--- src/rtl/serial_pkg.sv ---
// rtl/serial_pkg.sv - shared widths and FSM state encodings for the serial loopback link
package serial_pkg;

   localparam int PACKET_W = 42;
   localparam int PAD_W    = 4;
   localparam int FRAME_W  = PAD_W + PACKET_W;

   typedef logic [1:0] tx_state_t;
   localparam tx_state_t TX_IDLE  = 2'd0;
   localparam tx_state_t TX_START = 2'd1;
   localparam tx_state_t TX_DATA  = 2'd2;
   localparam tx_state_t TX_STOP  = 2'd3;

   typedef logic [1:0] rx_state_t;
   localparam rx_state_t RX_IDLE = 2'd0;
   localparam rx_state_t RX_DATA = 2'd1;
   localparam rx_state_t RX_STOP = 2'd2;

endpackage

--- src/rtl/serial_rx.sv ---
// rtl/serial_rx.sv - serial-to-parallel deframer with stop-bit check and sticky valid
module serial_rx
   import serial_pkg::*;
#(
   parameter int W = serial_pkg::FRAME_W
) (
   input  logic         clk,
   input  logic         rst,
   input  logic         line,
   input  logic         flush,
   output logic         valid,
   output logic [W-1:0] word
);

   localparam int CNT_W = $clog2(W);
   localparam logic [CNT_W-1:0] LAST_BIT = CNT_W'(W - 1);

   rx_state_t        state;
   logic [W-1:0]     shreg;
   logic [CNT_W-1:0] bit_cnt;
   logic             frame_done;

   assign frame_done = (state == RX_STOP) && line;

   always_ff @(posedge clk or posedge rst) begin
      if (rst) begin
         state   <= RX_IDLE;
         shreg   <= '0;
         bit_cnt <= '0;
         valid   <= 1'b0;
         word    <= '0;
      end else begin
         case (state)
            RX_IDLE: begin
               if (!line) begin
                  bit_cnt <= '0;
                  state   <= RX_DATA;
               end
            end
            RX_DATA: begin
               shreg <= {line, shreg[W-1:1]};
               if (bit_cnt == LAST_BIT) state <= RX_STOP;
               else bit_cnt <= bit_cnt + 1'b1;
            end
            RX_STOP: begin
               // a low stop bit is a framing error: drop the frame silently
               if (line) word <= shreg;
               state <= RX_IDLE;
            end
            default: state <= RX_IDLE;
         endcase

         if (frame_done) valid <= 1'b1;
         else if (flush) valid <= 1'b0;
      end
   end

endmodule

--- src/rtl/serial_tx.sv ---
// rtl/serial_tx.sv - parallel-to-serial framer: start bit, W data bits LSB first, stop bit
module serial_tx
   import serial_pkg::*;
#(
   parameter int W = serial_pkg::FRAME_W
) (
   input  logic         clk,
   input  logic         rst,
   input  logic         enable,
   input  logic [W-1:0] word,
   output logic         ack,
   output logic         line
);

   localparam int CNT_W = $clog2(W);
   localparam logic [CNT_W-1:0] LAST_BIT = CNT_W'(W - 1);

   tx_state_t        state;
   logic [W-1:0]     shreg;
   logic [CNT_W-1:0] bit_cnt;

   // STOP accepts the next word directly so held-enable frames run back-to-back
   always_ff @(posedge clk or posedge rst) begin
      if (rst) begin
         state   <= TX_IDLE;
         shreg   <= '0;
         bit_cnt <= '0;
         line    <= 1'b1;
         ack     <= 1'b0;
      end else begin
         ack <= 1'b0;
         case (state)
            TX_IDLE, TX_STOP: begin
               if (enable) begin
                  shreg <= word;
                  ack   <= 1'b1;
                  line  <= 1'b0;
                  state <= TX_START;
               end else begin
                  line  <= 1'b1;
                  state <= TX_IDLE;
               end
            end
            TX_START: begin
               line    <= shreg[0];
               shreg   <= shreg >> 1;
               bit_cnt <= '0;
               state   <= TX_DATA;
            end
            TX_DATA: begin
               if (bit_cnt == LAST_BIT) begin
                  line  <= 1'b1;
                  state <= TX_STOP;
               end else begin
                  line    <= shreg[0];
                  shreg   <= shreg >> 1;
                  bit_cnt <= bit_cnt + 1'b1;
               end
            end
            default: begin
               line  <= 1'b1;
               state <= TX_IDLE;
            end
         endcase
      end
   end

endmodule

--- src/rtl/top_serial.sv ---
// rtl/top_serial.sv - loopback link: serial_tx and serial_rx joined by an internal 1-bit line
module top_serial #(
   parameter int PACKET_W = serial_pkg::PACKET_W,
   parameter int PAD_W    = serial_pkg::PAD_W
) (
   input  logic                clk,
   input  logic                rst,
   input  logic [PAD_W-1:0]    sender_padding,
   input  logic [PACKET_W-1:0] sender_packet,
   input  logic                sender_enable,
   output logic                sender_ack,
   input  logic                flush,
   output logic                receiver_valid,
   output logic [PAD_W-1:0]    receiver_padding,
   output logic [PACKET_W-1:0] receiver_packet
);

   localparam int W = PAD_W + PACKET_W;

   logic         serial_line;
   logic [W-1:0] rx_word;

   serial_tx #(.W(W)) u_tx (
      .clk    (clk),
      .rst    (rst),
      .enable (sender_enable),
      .word   ({sender_padding, sender_packet}),
      .ack    (sender_ack),
      .line   (serial_line)
   );

   serial_rx #(.W(W)) u_rx (
      .clk   (clk),
      .rst   (rst),
      .line  (serial_line),
      .flush (flush),
      .valid (receiver_valid),
      .word  (rx_word)
   );

   assign receiver_packet  = rx_word[PACKET_W-1:0];
   assign receiver_padding = rx_word[W-1:PACKET_W];

endmodule

--- config.mk ---
export PLATFORM = sky130hd
export DESIGN_NAME = top_serial
export DESIGN_NICKNAME = d
export VERILOG_FILES = /design/src/rtl/serial_pkg.sv /design/src/rtl/serial_rx.sv /design/src/rtl/serial_tx.sv /design/src/rtl/top_serial.sv
export SDC_FILE = /design/constraint.sdc
export NUM_CORES = 1
export LEC_CHECK = 0
export ABC_AREA = 1
export CAP_MARGIN = 10
export CELL_PAD_IN_SITES_DETAIL_PLACEMENT = 1
export CELL_PAD_IN_SITES_GLOBAL_PLACEMENT = 2
export CORE_UTILIZATION = 37
export DETAILED_ROUTE_END_ITERATION = 12
export GPL_TIMING_DRIVEN = 0
export PLACE_DENSITY_LB_ADDON = 0.3
export SYNTH_ARGS = -nofsm -noshare
export SYNTH_HDL_FRONTEND = slang
export SYNTH_HIERARCHICAL = 1
export SYNTH_SLANG_ARGS = --single-unit
--- constraint.sdc ---
create_clock -name clk -period 6.86 [get_ports clk]
set_clock_uncertainty 0.2 [all_clocks]
set_input_delay 2.058 -clock clk [delete_from_list [all_inputs] [get_ports clk]]
set_output_delay 2.058 -clock clk [all_outputs]
set_load 0.01 [all_outputs]
==> impl_metrics.json <==
{
  "post-route-min-period_ns": 3.62,
  "start_util_pct": 38.0,
  "diodes": 0,
  "fin_util_pct": 48.5,
  "fin_area_sq_mm": 0.00913,
  "hold_violations": 0,
  "max-vdd-ir-drop_mv": 0.178,
  "tightest_slew_ns": 0.691,
  "fp.dieW_um": 141,
  "endpoint_kind": "primary output",
  "rsz0062_at_grt": "false",
  "syn_area_per_cell_sq_um": 9.68,
  "rr_endpoint": "u_tx/state[0]",
  "synth_top_area_share_pct": 54.5,
  "critPathMaxFanout": 2,
  "die_h_um": 141,
  "maxSlewHeadroom_pct": 53.9,
  "ys_warn_count": 6,
  "synthAdderAreaFrac_pct": 1.05,
  "h-tree-depth": 4,
  "finalCritPeriodShare_pct": 52.8,
  "clock-sinks": 157,
  "reg2reg_depth": 8,
  "final_cells": 1131,
  "max_cap_violations": 0,
  "hold_end": "u_tx/shreg[11]",
  "cp-start-kind": "flop",
  "dp_hpwl_um": 12100,
  "synth-seq-cells": 157,
  "dr.pass1.iters": 4,
  "maxSlewViolCount": 0,
  "synth-xor-area-share_pct": 0,
  "synth_seq_area_share_pct": 54.9,
  "postRouteAntennaNets": 0,
  "drive_above_1_share_pct": 23.7,
  "dp_cells": 1099,
  "power_density_mw_per_mm2": 242,
  "portBuffers": 97,
  "synth-simple-area-share_pct": 17.4,
  "setup_violations": 0,
  "ioPinCount": 98,
  "multi_input_area_sq_mm": 0.00259,
  "netlist_area_sq_mm": 0.00716,
  "arrival_ns": 1.36,
  "core_region_area_sq_mm": 0.0188,
  "placed_cell_area_sq_mm": 0.00851,
  "drcViolationCount": 0,
  "grt_max_degree": 53,
  "setup_tns_ns": 0,
  "netlist_instances": 740,
  "grt_pass1_wl_um": 29300,
  "cts_tree": "done",
  "rows": 50,
  "layout_common_cells": "nand2_1, dfrtp_1, o21ai_0",
  "grt_util_all_layers_pct": 18.5,
  "mostFrequentLayoutCell": "nand2_1",
  "cts_hold_buffers": 0,
  "timing.fmax_ghz": 0.276,
  "critPathTopFamily": "buffers and inverters",
  "grt_pass1_vias": 5919,
  "viasPerCell": 4.77,
  "r2r_setup_slack_ns": 4.84,
  "fin_ws_ns": 3.24,
  "p_leak_nw": 3.92,
  "cp_num_buf_inv": 1,
  "critPathMaxStageDelay_ns": 0.56,
  "yosys.area.top_type": "dfrtp_1",
  "wirelength_um": 16900,
  "antenna_found_initial": 0,
  "gp_congestion": 0.739,
  "holdPathStages": 2,
  "status": "finished clean",
  "clockBufferDepth": 2,
  "cts_setup_buffers": 0,
  "synthTopCellsByArea": "dfrtp_1, o21ai_2, nand2_1, o21ai_0, inv_1",
  "synth_compound_area_share_pct": 17.7,
  "pre_cts_ws_ns": 3.27,
  "fill_cells": 2106,
  "finalPower_mw": 2.21,
  "wl_per_cell_um": 15.0,
  "synthMuxAreaShare_pct": 0,
  "r2r_start": "u_tx/state[0]",
  "synth_nets": 796,
  "cts_buffers": 17,
  "hold_class": "flop to flop",
  "worstSkewPairLatency_ns": 0.42,
  "slowest_stage": "clkdlybuf4s50_1",
  "path_cells": "clkdlybuf4s50_1",
  "nets": 914,
  "design.die.area_sq_mm": 0.0199,
  "grt-ovfl-total": 0,
  "root_buffer": "clkbuf_16",
  "clkTransAtPathRegs_ns": 0.07,
  "crit_type": "flop to primary output",
  "register_area_sq_mm": 0.00393,
  "drt_iter0_drc": 141,
  "cts.repair.resized": 0,
  "vias": 5390,
  "holdWs_ns": 0.279,
  "required_ns": 4.60,
  "synthToLayoutAreaGrowth_pct": 27.5,
  "synth_top_family_by_area": "compound AO/OA/AOI/OAI gates",
  "synth_cell_types": 27,
  "hp-start": "u_tx/shreg[11]"
}
[worst max path at each step]
stage	startpoint	end	depth (start not counted)	slack, ns
after global placement	rst	u_rx/word[29]	2	0.47
after floorplan	rst	u_rx/bit_cnt[0]	1	1.95
after CTS	u_rx/word[0]	receiver_packet[0]	1	3.21
after detailed placement	sender_enable	u_tx/shreg[22]	5	3.27
after global routing	u_rx/word[0]	receiver_packet[0]	1	3.18
final	u_rx/word[0]	receiver_packet[0]	1	3.24
[synth_stat cells (all sizes together)]
library cell and number:
o21ai 197, nand2 181, dfrtp 156, inv 72
or2 48, buf 27, nand3 19, clkbuf 15
nor2 14, ha 6, a21oi 2, nand4 2
dfstp 1
[cell type report]
class	instances	share of cell area [%]
Buffer	42	4.04
Sequential cell	157	43.0
Multi-Input combinational cell	469	28.4
Timing Repair Buffer	99	11.2
Inverter	72	2.99
Tap cell	260	3.56
Clock buffer	17	4.66
Clock inverter	15	2.15
[registers in the layout (all words and copies together), names as in the netlist]
name and flops:
u_rx/state 2, u_tx/line 1, u_rx/bit_cnt 6, u_tx/state 2, u_tx/ack 1, u_rx/valid 1
u_tx/shreg 46, u_tx/bit_cnt 6, u_rx/word 46, u_rx/shreg 46
[worst reg2reg max path, delay by kind of cell (launching register included)]
family | cells | cell delay [ns]
compound gates | 1 | 0.08
fa+ha+maj | 1 | 0.29
simple gates | 3 | 0.36
flops | 1 | 0.35
buf+inv | 3 | 0.64
[power breakdown]
group	leakage, nW	switching [mW]	internal, mW
clock network	0.299	0.434	0.558
registers	2.08	0.0192	0.958
logic	1.53	0.131	0.112
[kinds of logic after synthesis]
| group | after synthesis |
|---|---|
| AOI/OAI and AO/OA | 199 |
| adders and majority gates | 6 |
| buffers and inverters | 114 |
| DFF | 157 |
| and+or+nand+nor | 264 |
[metal layers]
layer / vias to the layer above / GRT usage (%) / share of wire (%)
met2: 94 / 32.4 / 51
met5: - / 0 / 0
met3: 15 / 4.55 / 4.0
met1: 2674 / 22.4 / 44
li1: 2607 / - / -
met4: 0 / 5.72 / 0.91
(Power assumes the default switching activity.)
